==> src/rtl/srdhm_pipe_if.sv <==
// Valid/ready bus for the SRDHM requantization front end.
// The master drives input elements and consumes results; the slave is the pipeline.
interface srdhm_pipe_if #(
  parameter int SIDE_W = 4
);
  logic              in_valid;
  logic              in_ready;
  logic [31:0]       in_acc;
  logic [31:0]       in_bias;
  logic [31:0]       in_mult;
  logic [SIDE_W-1:0] in_side;
  logic              out_valid;
  logic              out_ready;
  logic [31:0]       out_data;
  logic [SIDE_W-1:0] out_side;

  modport master (
    output in_valid, in_acc, in_bias, in_mult, in_side, out_ready,
    input  in_ready, out_valid, out_data, out_side
  );

  modport slave (
    input  in_valid, in_acc, in_bias, in_mult, in_side, out_ready,
    output in_ready, out_valid, out_data, out_side
  );
endinterface

==> src/rtl/srdhm_pipe.sv <==
// Three-stage bias-add + saturating rounding doubling high multiply, one element per clock.
// The result is the dividend for the following rounding shift/clamp stage; side carries its exponent code.
module srdhm_pipe #(
  parameter int SIDE_W = 4
) (
  input  logic        clk,
  input  logic        reset,
  srdhm_pipe_if.slave bus
);
  localparam logic [31:0] MIN_Q31 = 32'h8000_0000;
  localparam logic [31:0] MAX_Q31 = 32'h7FFF_FFFF;

  // Round-half-away nudge, then divide by 2^31 truncating toward zero.
  function automatic logic [31:0] srdhm_round(input logic signed [63:0] prod);
    logic signed [63:0] biased;
    logic signed [63:0] adj;
    if (prod >= 64'sd0) begin
      biased = prod + 64'sd1073741824;
    end else begin
      biased = prod - 64'sd1073741823;
    end
    // An arithmetic shift floors; pre-adding 2^31-1 to negatives turns that into truncation.
    if (biased < 64'sd0) begin
      adj = biased + 64'sd2147483647;
    end else begin
      adj = biased;
    end
    return 32'(adj >>> 7'd31);
  endfunction

  logic              v1_r;
  logic              v2_r;
  logic              v3_r;
  logic              adv1_s;
  logic              adv2_s;
  logic              adv3_s;
  logic              in_ready_s;
  logic              take_s;
  logic [31:0]       sum_r;
  logic [31:0]       mult_r;
  logic [SIDE_W-1:0] side1_r;
  logic signed [63:0] prod_r;
  logic              ovf_r;
  logic [SIDE_W-1:0] side2_r;
  logic [31:0]       data_r;
  logic [SIDE_W-1:0] side3_r;
  logic signed [63:0] sum_ext_s;
  logic signed [63:0] mult_ext_s;

  // Ready chain from the output back to the input, and operand sign extension.
  always_comb begin
    adv3_s     = bus.out_ready;
    adv2_s     = !v3_r || adv3_s;
    adv1_s     = !v2_r || adv2_s;
    in_ready_s = !v1_r || adv1_s;
    take_s     = bus.in_valid && in_ready_s;
    sum_ext_s  = {{32{sum_r[31]}}, sum_r};
    mult_ext_s = {{32{mult_r[31]}}, mult_r};
  end

  // Stage valid flags; reset drops every element in flight.
  always_ff @(posedge clk or posedge reset) begin
    if (reset) begin
      v1_r <= 1'b0;
      v2_r <= 1'b0;
      v3_r <= 1'b0;
    end else begin
      if (in_ready_s) begin
        v1_r <= take_s;
      end
      if (adv1_s) begin
        v2_r <= v1_r;
      end
      if (adv2_s) begin
        v3_r <= v2_r;
      end
    end
  end

  // Stage 1 and 2 data registers; qualified by the valid flags, so no reset needed.
  always_ff @(posedge clk) begin
    if (take_s) begin
      sum_r   <= bus.in_acc + bus.in_bias;
      mult_r  <= bus.in_mult;
      side1_r <= bus.in_side;
    end
    if (adv1_s && v1_r) begin
      prod_r  <= sum_ext_s * mult_ext_s;
      ovf_r   <= (sum_r == MIN_Q31) && (mult_r == MIN_Q31);
      side2_r <= side1_r;
    end
  end

  // Output register; holds while the downstream stalls.
  always_ff @(posedge clk or posedge reset) begin
    if (reset) begin
      data_r  <= 32'h0000_0000;
      side3_r <= {SIDE_W{1'b0}};
    end else if (adv2_s && v2_r) begin
      data_r  <= ovf_r ? MAX_Q31 : srdhm_round(prod_r);
      side3_r <= side2_r;
    end
  end

  assign bus.in_ready  = in_ready_s;
  assign bus.out_valid = v3_r;
  assign bus.out_data  = data_r;
  assign bus.out_side  = side3_r;
endmodule

==> src/flat_wrapper.sv <==
// flat-port wrapper written by rule: the top's interface ports become plain ports
module srdhm_pipe_flat 
#(
  parameter int SIDE_W = 4
)
  (clk, reset, bus_in_valid, bus_in_acc, bus_in_bias, bus_in_mult, bus_in_side, bus_out_ready, bus_in_ready, bus_out_valid, bus_out_data, bus_out_side);
  srdhm_pipe_if #(.SIDE_W(SIDE_W)) bus_i ();
  input  logic clk;
  input  logic reset;
  input wire logic [$bits(bus_i.in_valid)-1:0] bus_in_valid;
  input wire logic [$bits(bus_i.in_acc)-1:0] bus_in_acc;
  input wire logic [$bits(bus_i.in_bias)-1:0] bus_in_bias;
  input wire logic [$bits(bus_i.in_mult)-1:0] bus_in_mult;
  input wire logic [$bits(bus_i.in_side)-1:0] bus_in_side;
  input wire logic [$bits(bus_i.out_ready)-1:0] bus_out_ready;
  output wire logic [$bits(bus_i.in_ready)-1:0] bus_in_ready;
  output wire logic [$bits(bus_i.out_valid)-1:0] bus_out_valid;
  output wire logic [$bits(bus_i.out_data)-1:0] bus_out_data;
  output wire logic [$bits(bus_i.out_side)-1:0] bus_out_side;
  assign bus_i.in_valid = bus_in_valid;
  assign bus_i.in_acc = bus_in_acc;
  assign bus_i.in_bias = bus_in_bias;
  assign bus_i.in_mult = bus_in_mult;
  assign bus_i.in_side = bus_in_side;
  assign bus_i.out_ready = bus_out_ready;
  assign bus_in_ready = bus_i.in_ready;
  assign bus_out_valid = bus_i.out_valid;
  assign bus_out_data = bus_i.out_data;
  assign bus_out_side = bus_i.out_side;
  srdhm_pipe #(.SIDE_W(SIDE_W)) u_core (.clk(clk), .reset(reset), .bus(bus_i));
endmodule
==> config.mk <==
export PLATFORM = sky130hd
export DESIGN_NAME = srdhm_pipe_flat
export DESIGN_NICKNAME = d
export VERILOG_FILES = /design/src/rtl/srdhm_pipe_if.sv /design/src/rtl/srdhm_pipe.sv /design/src/flat_wrapper.sv
export SDC_FILE = /design/constraint.sdc
export NUM_CORES = 2
export LEC_CHECK = 0
export CORE_MARGIN = 5
export CORE_UTILIZATION = 28
export CTS_CLUSTER_DIAMETER = 60
export DETAILED_ROUTE_END_ITERATION = 10
export DONT_BUFFER_PORTS = 1
export GPL_TIMING_DRIVEN = 0
export PLACE_DENSITY_LB_ADDON = 0.12
export SLEW_MARGIN = 15
export SYNTH_ARGS = -nofsm -noshare
export SYNTH_HDL_FRONTEND = slang
export SYNTH_SLANG_ARGS = --single-unit
export TNS_END_PERCENT = 1
==> constraint.sdc <==
create_clock -name clk -period 7.7 [get_ports clk]
set_input_delay 1.155 -clock clk [delete_from_list [all_inputs] [get_ports clk]]
set_output_delay 1.155 -clock clk [all_outputs]
set_load 0.01 [all_outputs]
==> impl_metrics.yaml <==
route:
  number_of_violations_reported_at_the_end_of_detailed_routing_iteration_0: 2537
  route.detailed.wl_per_inst_um: 25.7
  route.vias.total: 33862
  post-route-drc-count: 0
  detail_route.wirelength_um: 181000
  drt-pass1-iter-count: 5
  drt-vias-per-instance: 4.79
  antenna_left: 0
yosys:
  syn-cell-area_mm2: 0.0456
  ys_seq_area_share_pct: 11.2
  yosysWarningCount: 0
  yosys.area.top_type_share_pct: 47.5
  synth_edf_count: 137
  number_of_instances_in_the_synthesized_netlist: 4695
  synth_most_common_cell: "sky130_fd_sc_hd__fa_1"
  synth-main-ff-cell: "sky130_fd_sc_hd__edfxtp_1"
  synth_top_area_cell: "sky130_fd_sc_hd__fa_1"
  syn-mean-instance-area_um2: 9.72
  ys_top_cells_by_count: "sky130_fd_sc_hd__fa_1 (1,083), sky130_fd_sc_hd__inv_1 (981), sky130_fd_sc_hd__nand2_1 (553)"
  async_reset_ff_share_pct: 22.2
  netlist-cell-type-count: 104
  synthesis.nets: 6102
  yosys_register_bits: 176
  netlist_top_cells_area: "sky130_fd_sc_hd__fa_1 (48%), sky130_fd_sc_hd__edfxtp_1 (9.0%), sky130_fd_sc_hd__inv_1 (8.1%), sky130_fd_sc_hd__and2_1 (7.4%), sky130_fd_sc_hd__ha_1 (6.0%)"
cells_and_area:
  finish.utilization_pct: 31.8
  syn_to_final_growth_pct: 13.1
  seqCellArea_mm2: 0.00509
  multi_input_area_mm2: 0.0366
  finish.net_count: 6271
  post_route_cells_drive_above_1_share_pct: 11.5
  fillcell_total: 17215
setup_path:
  cpMaxStageDelayCell: "sky130_fd_sc_hd__fa_1"
  critical_path.endpoint_type: "register"
  cp_data_required_time_ns: 7.97
  critical_path.max_fanout: 10
  cp.arrival_ns: 8.85
  cpPeakStageDelay_ns: 0.62
  worst_setup_path_start_kind: "register"
  path_class: "register to register"
  timing.critical_path.mode_cell: "sky130_fd_sc_hd__fa_1"
  path_delay_family: "adder cells"
  worstPathBufferInverterCount: 5
global_routing:
  via_count_of_the_first_global_routing_pass: 37407
  grt_pass1_wl_um: 267000
  number_of_antenna_violations_at_the_first_check_in_global_routing: 29
  grt_max_degree: 57
  tot_gr_track_use_pct: 21.8
  global_route.overflow_total: 0
clocking:
  worstSkewPairLatency_ns: 0.56
  tritoncts: "yes"
  deepest_clock_path_buffer_count: 2
  cts_hold_fix_bufs: 0
  h-tree-depth: 4
  numCtsBuffers: 17
  clkSinkCount: 176
  cts.root.buffer_cell: "sky130_fd_sc_hd__clkbuf_16"
  clock_slew_seen_by_the_registers_of_the_worst_setup_and_hold_paths_ns: 0.08
sta:
  timing.max_slew.rel_slack_pct: 24.7
  timing.final.ws_setup_ns: -0.878
  clock_skew_ns: 0.0165
  clock_period_minus_worst_slack_ns: 8.58
  setup_viol_count_final: 26
  worst_pin_slew_ns: 1.13
  final-hold-violation-count: 0
  timing.setup.tns_ns: -12.82
  final-max-slew-violation-count: 0
  final_min_period_over_clock_period_pct: 111
  fmax_mhz: 117
  rsz0062_at_grt: "true"
placement:
  port_buffers: 0
  dp_hpwl_um: 153000
  gp_congestion: 0.925
min_path:
  worst_hold_path_type: "primary input to asynchronous set/reset pin"
die:
  initial_core_util_pct: 28.1
  die_w_um: 414
  die-height_um: 414
  design.core.area_mm2: 0.162
  dieArea_mm2: 0.171
  fp-row-count: 148
  io_pins: 142
run_status:
  violated_checks: "negative setup slack"
  status: "finished with violations"
job:
  max-cap-violations: 0
-- kinds of logic (layout without fill, tap and decap cells) --
family	Yosys count	in the layout	share of synthesized area, %
xor gates and xnor gates	141	141	2.74
muxes	7	7	0.164
and+or+nand+nor	1533	1533	17.5
AOI/OAI and AO/OA	343	343	4.95
other	0	12	0
buffers and inverters	1192	1374	9.91
adders and majority gates	1303	1303	53.5
DFF	176	176	11.2
-- flip-flops by register name (all words and copies together), names as in the netlist --
| name | count |
|---|---|
| u_core.bus.out_side | 4 |
| u_core.v2_r | 1 |
| u_core.sum_r | 32 |
| u_core.ovf_r | 1 |
| u_core.side2_r | 4 |
| u_core.bus.out_data | 32 |
| u_core.prod_r | 64 |
| u_core.side1_r | 4 |
| u_core.v1_r | 1 |
| u_core.bus.out_valid | 1 |
| u_core.mult_r | 32 |
-- cell usage in the layout (no fill, tap or decap), types with 25 or more instances in the layout --
master	n
sky130_fd_sc_hd__ha_1	201
sky130_fd_sc_hd__nand2_1	548
sky130_fd_sc_hd__a21oi_1	103
sky130_fd_sc_hd__nand4_1	31
sky130_fd_sc_hd__o21ai_0	44
sky130_fd_sc_hd__nand2b_1	32
sky130_fd_sc_hd__nand3_1	48
sky130_fd_sc_hd__clkbuf_8	25
sky130_fd_sc_hd__and2_1	528
sky130_fd_sc_hd__clkbuf_1	26
sky130_fd_sc_hd__nor3_1	47
sky130_fd_sc_hd__clkbuf_2	86
sky130_fd_sc_hd__edfxtp_1	137
sky130_fd_sc_hd__nor4_1	29
sky130_fd_sc_hd__a21o_1	38
sky130_fd_sc_hd__and3_1	25
sky130_fd_sc_hd__dfrtp_1	39
sky130_fd_sc_hd__clkbuf_4	40
sky130_fd_sc_hd__xor2_1	35
sky130_fd_sc_hd__nor2_1	123
sky130_fd_sc_hd__xnor2_1	96
sky130_fd_sc_hd__buf_4	142
sky130_fd_sc_hd__fa_1	1039
sky130_fd_sc_hd__fa_2	44
sky130_fd_sc_hd__inv_1	971
-- final timing paths --
check / from / to / slack (ns) / cells after the start
min in group clk: u_core.side1_r[2] / u_core.side2_r[2] / 0.42 / 0
max in group asynchronous: reset / u_core.bus.out_valid / 6.84 / 2
setup reg to reg: u_core.sum_r[10] / u_core.prod_r[59] / -0.88 / 26
hold reg to reg: u_core.side1_r[2] / u_core.side2_r[2] / 0.42 / 0
hold / removal: reset / u_core.bus.out_data[16] / 0.41 / 1
setup / recovery: u_core.sum_r[10] / u_core.prod_r[59] / -0.88 / 26
-- what timing repair did --
| item | in CTS | in global routing |
|---|---|---|
| setup endpoints to repair | 45 | 35 |
| setup buffers | 118 | 30 |
| pin swaps | 52 | 46 |
| gates resized for setup | 350 | 148 |
-- layout make-up --
| cell class | count | area share, % |
|---|---|---|
| Multi-Input combinational cell | 3327 | 71.0 |
| Clock buffer | 17 | 0.824 |
| Sequential cell | 176 | 9.86 |
| Inverter | 982 | 7.17 |
| Antenna cell | 12 | 0.0582 |
| Tap cell | 2175 | 5.27 |
| Timing Repair Buffer | 152 | 2.52 |
| Buffer | 208 | 2.98 |
| Clock inverter | 15 | 0.361 |
-- routing by layer --
metal | track usage (%) | vias to the layer above | wire (um)
met4 | 4.14 | 4 | 3970
met3 | 3.18 | 177 | 11900
li1 | - | 14558 | -
met1 | 30.3 | 18088 | 79500
met5 | 0 | - | 30
met2 | 36.6 | 1035 | 86000
-- metrics by stage --
| stage | area (um^2) | setup slack [ns] | hold WS [ns] | cells |
|---|---|---|---|---|
| detailed placement | 48500 | -3.22 | 0.422 | 6874 |
| floorplan | 45700 | -0.0205 | 0.400 | 4695 |
| CTS | 51100 | -0.886 | 0.349 | 7023 |
| global route | 51600 | -1.04 | 0.382 | 7052 |
| global placement | 48400 | -3.25 | 0.404 | 6870 |
| finish | 51600 | -0.878 | 0.411 | 7064 |
Power is left out: the tool's default activity adds up to more than one toggle a clock period on the data nets, which glitch-free logic cannot reach.
